<file path="src/rtl/ctrl_tx_pkg.sv">
// Shared definitions for the UART TX/RX controllers: default frame width and
// the TX sequencer state encoding.
package ctrl_tx_pkg;

  localparam int DEFAULT_WIDTH = 8;

  localparam logic [2:0] ST_IDLE     = 3'd0;
  localparam logic [2:0] ST_RF_LOAD  = 3'd1;
  localparam logic [2:0] ST_ALU_LOAD = 3'd2;
  localparam logic [2:0] ST_SEND_B0  = 3'd3;
  localparam logic [2:0] ST_WAIT_B0  = 3'd4;
  localparam logic [2:0] ST_SEND_B1  = 3'd5;
  localparam logic [2:0] ST_WAIT_B1  = 3'd6;

  typedef enum logic [2:0] {
    IDLE     = ST_IDLE,
    RF_LOAD  = ST_RF_LOAD,
    ALU_LOAD = ST_ALU_LOAD,
    SEND_B0  = ST_SEND_B0,
    WAIT_B0  = ST_WAIT_B0,
    SEND_B1  = ST_SEND_B1,
    WAIT_B1  = ST_WAIT_B1
  } tx_state_e;

endpackage

</file>
<file path="src/rtl/ctrl_tx.sv">
// ctrl_tx: sequences RF read bytes and ALU results into a byte-wide UART transmitter.
// Define CTRL_TX_MSB_FIRST_EN to send ALU results high byte first.
//
// state    | meaning
// IDLE     | nothing in flight; serve RF (pulse or pending) before ALU
// RF_LOAD  | capture RF byte, wait for transmitter free
// ALU_LOAD | capture ALU result, wait for transmitter free
// SEND_B0  | offer first byte until TX_BUSY rises
// WAIT_B0  | first byte shifting out
// SEND_B1  | offer second byte until TX_BUSY rises
// WAIT_B1  | second byte shifting out
module ctrl_tx
  import ctrl_tx_pkg::*;
#(
  parameter int WIDTH = DEFAULT_WIDTH
) (
  input  logic               CLK,
  input  logic               RST,
  input  logic               UART_RF_SEND,
  input  logic [WIDTH-1:0]   UART_SEND_RF_DATA,
  input  logic               UART_ALU_SEND,
  input  logic [2*WIDTH-1:0] UART_SEND_ALU_DATA,
  input  logic               TX_BUSY,
  output logic [WIDTH-1:0]   TX_P_DATA,
  output logic               TX_D_VLD,
  output logic               CTRL_TX_BUSY
);

  tx_state_e          state, state_nxt;
  logic [2*WIDTH-1:0] hold;
  logic               two_bytes;
  logic               pend_rf, pend_alu;
  logic               rf_cap_d, alu_cap_d;
  logic               ld_first;
  logic [WIDTH-1:0]   pend_rf_data;
  logic [2*WIDTH-1:0] pend_alu_data;
  logic               in_idle, rf_go, alu_go, rf_acc, alu_acc, rf_set, alu_set;
  logic               swap;
  logic [WIDTH-1:0]   byte0, byte1;

  assign in_idle = (state == IDLE);
  assign rf_go   = UART_RF_SEND | pend_rf;
  assign alu_go  = UART_ALU_SEND | pend_alu;
  // A pulse is accepted unless its source already has one waiting.
  assign rf_acc  = UART_RF_SEND & ~pend_rf;
  assign alu_acc = UART_ALU_SEND & ~pend_alu;
  assign rf_set  = rf_acc & ~in_idle;
  assign alu_set = alu_acc & ~(in_idle & ~rf_go);

  always_comb begin
    state_nxt = state;
    case (state)
      IDLE: begin
        if (rf_go)       state_nxt = RF_LOAD;
        else if (alu_go) state_nxt = ALU_LOAD;
      end
      RF_LOAD, ALU_LOAD: if (!TX_BUSY) state_nxt = SEND_B0;
      SEND_B0:           if (TX_BUSY)  state_nxt = WAIT_B0;
      WAIT_B0:           if (!TX_BUSY) state_nxt = two_bytes ? SEND_B1 : IDLE;
      SEND_B1:           if (TX_BUSY)  state_nxt = WAIT_B1;
      WAIT_B1:           if (!TX_BUSY) state_nxt = IDLE;
      default:           state_nxt = IDLE;
    endcase
  end

  always_ff @(posedge CLK) begin
    if (!RST) begin
      state         <= IDLE;
      hold          <= '0;
      two_bytes     <= 1'b0;
      pend_rf       <= 1'b0;
      pend_alu      <= 1'b0;
      rf_cap_d      <= 1'b0;
      alu_cap_d     <= 1'b0;
      ld_first      <= 1'b0;
      pend_rf_data  <= '0;
      pend_alu_data <= '0;
    end else begin
      state     <= state_nxt;
      ld_first  <= in_idle & (rf_go | alu_go);
      rf_cap_d  <= rf_acc;
      alu_cap_d <= alu_acc;
      if (in_idle & rf_go)                pend_rf <= 1'b0;
      else if (rf_set)                    pend_rf <= 1'b1;
      if (in_idle & ~rf_go & alu_go)      pend_alu <= 1'b0;
      else if (alu_set)                   pend_alu <= 1'b1;
      if (rf_cap_d)  pend_rf_data  <= UART_SEND_RF_DATA;
      if (alu_cap_d) pend_alu_data <= UART_SEND_ALU_DATA;
      // Live bus only when the pulse was one cycle ago; otherwise it was parked.
      if (ld_first && state == RF_LOAD) begin
        hold      <= {{WIDTH{1'b0}}, (rf_cap_d ? UART_SEND_RF_DATA : pend_rf_data)};
        two_bytes <= 1'b0;
      end
      if (ld_first && state == ALU_LOAD) begin
        hold      <= alu_cap_d ? UART_SEND_ALU_DATA : pend_alu_data;
        two_bytes <= 1'b1;
      end
    end
  end

`ifdef CTRL_TX_MSB_FIRST_EN
  logic is_alu;
  always_ff @(posedge CLK) begin
    if (!RST)          is_alu <= 1'b0;
    else if (ld_first) is_alu <= (state == ALU_LOAD);
  end
  assign swap = is_alu;
`else
  assign swap = 1'b0;
`endif

  assign byte0 = swap ? hold[2*WIDTH-1:WIDTH] : hold[WIDTH-1:0];
  assign byte1 = swap ? hold[WIDTH-1:0] : hold[2*WIDTH-1:WIDTH];

  always_comb begin
    TX_D_VLD  = 1'b0;
    TX_P_DATA = '0;
    case (state)
      SEND_B0: begin TX_D_VLD = 1'b1; TX_P_DATA = byte0; end
      WAIT_B0: TX_P_DATA = byte0;
      SEND_B1: begin TX_D_VLD = 1'b1; TX_P_DATA = byte1; end
      WAIT_B1: TX_P_DATA = byte1;
      default: ;
    endcase
  end

  assign CTRL_TX_BUSY = ~in_idle | pend_rf | pend_alu;

endmodule

</file>
<file path="config.mk">
export PLATFORM = sky130hd
export DESIGN_NAME = ctrl_tx
export DESIGN_NICKNAME = d
export VERILOG_FILES = /design/src/rtl/ctrl_tx_pkg.sv /design/src/rtl/ctrl_tx.sv
export SDC_FILE = /design/constraint.sdc
export NUM_CORES = 1
export LEC_CHECK = 0
export CAP_MARGIN = 5
export CORE_MARGIN = 2
export CORE_UTILIZATION = 49
export CTS_BUF_LIST = sky130_fd_sc_hd__clkbuf_2 sky130_fd_sc_hd__clkbuf_4 sky130_fd_sc_hd__clkbuf_8
export CTS_CLUSTER_SIZE = 30
export DETAILED_ROUTE_END_ITERATION = 7
export GPL_TIMING_DRIVEN = 0
export PLACE_DENSITY = 0.78
export SLEW_MARGIN = 20
export SYNTH_ARGS = -nofsm -noshare
export SYNTH_HDL_FRONTEND = slang
export SYNTH_SLANG_ARGS = --single-unit
</file>
<file path="constraint.sdc">
create_clock -name CLK -period 1.4 [get_ports CLK]
set_input_delay 0.28 -clock CLK [delete_from_list [all_inputs] [get_ports CLK]]
set_output_delay 0.28 -clock CLK [all_outputs]
set_load 0.1 [all_outputs]
</file>
==> flow_summary.toml <==
[run_status]
run_status = "finished with violations"
violations = "negative setup slack"

[setup_path]
cp_data_required_time_ns = 1.12
critPathKind = "register to output port"
r2r_cells = 7
critPathCaptureType = "output port"
critical_path_peak_fanout = 8
critical_path_arrival_ns = 1.59
critical_path.startpoint_type = "register"

[yosys]
total_of_flip_flops_plus_latches_after_synthesis = 49
synthesis.nets = 276
cell_variety_after_synth = 37
netlist_area_sq_um = 2260
syn-instance-count = 247
ys.warnings.count = 0
synth.avg_cell_area_sq_um = 9.14
seq_area_frac_synth = 0.435

[timing]
finalSetupViolations = 28
skew_ns = 0.00753
relSlewSlack = 0.650
finalWorstSetupSlack_ns = -0.470
finalHoldWorstSlack_ns = 0.407
grt_setup_unrepaired = "yes"
time_the_final_worst_path_needs_with_i_o_delays_and_setup_ns = 1.87
final-hold-violation-count = 0
fin_crit_sh = 1.34
maxClockFrequency_mhz = 535
timing_worst_slew_pin_value_ns = 0.525
tns_ns = -7.44
final-max-slew-violation-count = 0

[power]
vdd.ir_drop.worst_uv = 1310
leakage_nw = 1.38
power_total_mw = 5.61
powerDensity_nw_per_um2 = 1610

[finish]
mostFrequentLayoutCells = "sky130_fd_sc_hd__dfxtp_1, sky130_fd_sc_hd__nand2_1, sky130_fd_sc_hd__clkdlybuf4s50_1"
stdcell_count = 365
flow.area_growth_from_synthesis_pct = 54.5
design_area_sq_um = 3490
antennaDiodeCount = 0
num-nets-final = 341
layout-drive-gt1-share = 0.348
layout.cells.most_common = "sky130_fd_sc_hd__dfxtp_1"
utilization = 0.795
num-fill-cells = 275

[grt]
via_count_of_the_first_global_routing_pass = 2003
grt_pass1_wl_um = 9410
globalRouteTotalUtil = 0.238
grt_start_max_net_pins = 15
gr-total-overflow = 0
antenna_violations_before_repair = 0

[min_path]
min_delay_path_depth = 2
holdCritPathClass = "input pin to register"

[drt]
routed_via_density = 5.64
routed-via-count = 2057
wire_per_inst_um = 16.8
wirelength_um = 6140
detail_route.first_pass.iterations = 5
drt.antenna.violating_nets = 0
drc_errors = 0
drt_iter0_markers = 140

[placed_design]
finalWeightedCongestion = 0.804
place_worst_setup_slack_ns = -1.19
count_of_port_buffers_added_during_placement = 38
dp_hpwl_um = 3660
placed_cell_area_sq_um = 2850
numPlacedInstances = 337

[die]
io_pins = 39
number_of_rows_in_the_core_area = 24
fp.dieArea_sq_um = 5170
die_x_extent_um = 71.9
die_y_um = 71.9
coreArea_sq_um = 4380
initial_utilization = 0.515

[clocking]
tritoncts = "done"
clock_sinks = 49
cts.path.max_buffers = 2
htree_num_levels = 2
ctsHoldBuffers = 0
worstSkewPairLatency_ns = 0.30
cts_inserted_buffers = 5
clk_tree_root_cell = "sky130_fd_sc_hd__clkbuf_8"
clkTransAtPathRegs_ns = 0.09

[run]
maxCapViolCount = 0
[where the power goes]
group / internal (mW) / leakage, nW / total (mW) / switching (mW)
Clock: 0.602 / 0.0619 / 1.06 / 0.454
Sequential: 1.61 / 0.402 / 1.81 / 0.197
Combinational: 1.37 / 0.918 / 2.75 / 1.38
Total: 3.58 / 1.38 / 5.61 / 2.03
[sequential cells by signal, summed over array words and instances (netlist names)]
signal         cells
alu_cap_d          1
hold              16
ld_first           1
pend_alu           1
pend_alu_data     16
pend_rf            1
pend_rf_data       8
rf_cap_d           1
state              3
two_bytes          1
[path summary, 6_finish.rpt]
kind / start / end / slack (ns)
min: RST / pend_alu_data[8] / 0.41
min reg2reg: hold[9] / hold[9] / 0.49
max reg2reg: state[0] / hold[7] / -0.27
max: state[1] / TX_P_DATA[5] / -0.47
[worst max-delay path: stages, from the launching register on]
cell and delay [ns]:
sky130_fd_sc_hd__dfxtp_4 0.39, sky130_fd_sc_hd__xor2_4 0.21, sky130_fd_sc_hd__a22o_1 0.27, sky130_fd_sc_hd__a22o_4 0.26
sky130_fd_sc_hd__buf_12 0.16
[per-layer routing]
| metal | GRT usage | up-vias | routed length (um) |
|---|---|---|---|
| met2 | 0.396 | 73 | 3060 |
| met3 | 0.0591 | 14 | 376 |
| met1 | 0.297 | 986 | 2580 |
| met4 | 0.0901 | 0 | 130 |
| li1 | - | 984 | - |
| met5 | 0 | - | 0 |
[repair_timing]
action                                  4_1_cts  5_1_grt
endpoints found under the setup margin       41       34
gates resized for setup                     149       21
pin swaps                                    26       13
setup buffers                                16        6
[cell usage after synthesis, drive strengths merged]
| master | number | share of area |
|---|---|---|
| a21o | 1 | 0.0033 |
| nor3b | 1 | 0.0033 |
| and3b | 2 | 0.0078 |
| xor2 | 2 | 0.011 |
| o21a | 1 | 0.0033 |
| nand3 | 8 | 0.024 |
| and2 | 1 | 0.0028 |
| inv | 1 | 0.0017 |
| nand3b | 1 | 0.0033 |
| a21boi | 9 | 0.035 |
| a32o | 1 | 0.0044 |
| o221a | 1 | 0.0050 |
| nand4bb | 1 | 0.0050 |
| nor2 | 14 | 0.023 |
| o32ai | 1 | 0.0039 |
| a32oi | 1 | 0.0039 |
| dfxtp | 49 | 0.43 |
| a21oi | 10 | 0.022 |
| buf | 12 | 0.032 |
| nor3 | 3 | 0.0066 |
| mux2 | 2 | 0.010 |
| o211ai | 3 | 0.010 |
| o21ai | 4 | 0.0089 |
| nor4bb | 1 | 0.0044 |
| clkbuf | 7 | 0.012 |
| mux2i | 25 | 0.11 |
| nor4 | 1 | 0.0028 |
| nand2 | 40 | 0.067 |
| a22o | 15 | 0.058 |
| nor2b | 29 | 0.080 |
[cell type report]
cell class	instances	area [sq um]	area share
Tap cell	52	65.1	0.0187
Clock inverter	1	30.0	0.00861
Clock buffer	7	90.1	0.0258
Buffer	17	168	0.0481
Timing Repair Buffer	60	721	0.207
Multi-Input combinational cell	178	1420	0.406
Inverter	1	6.26	0.00179
Sequential cell	49	992	0.285
[cell families (layout without fill, tap and decap cells)]
group,count (synthesis),in the layout,synth area share
AOI/OAI and AO/OA,47,47,0.158
xor gates and xnor gates,2,2,0.0111
buffers and inverters,20,86,0.0449
DFF,49,49,0.435
muxes,27,27,0.121
and+or+nand+nor,102,102,0.231
Power figures use the tool's default switching activity.
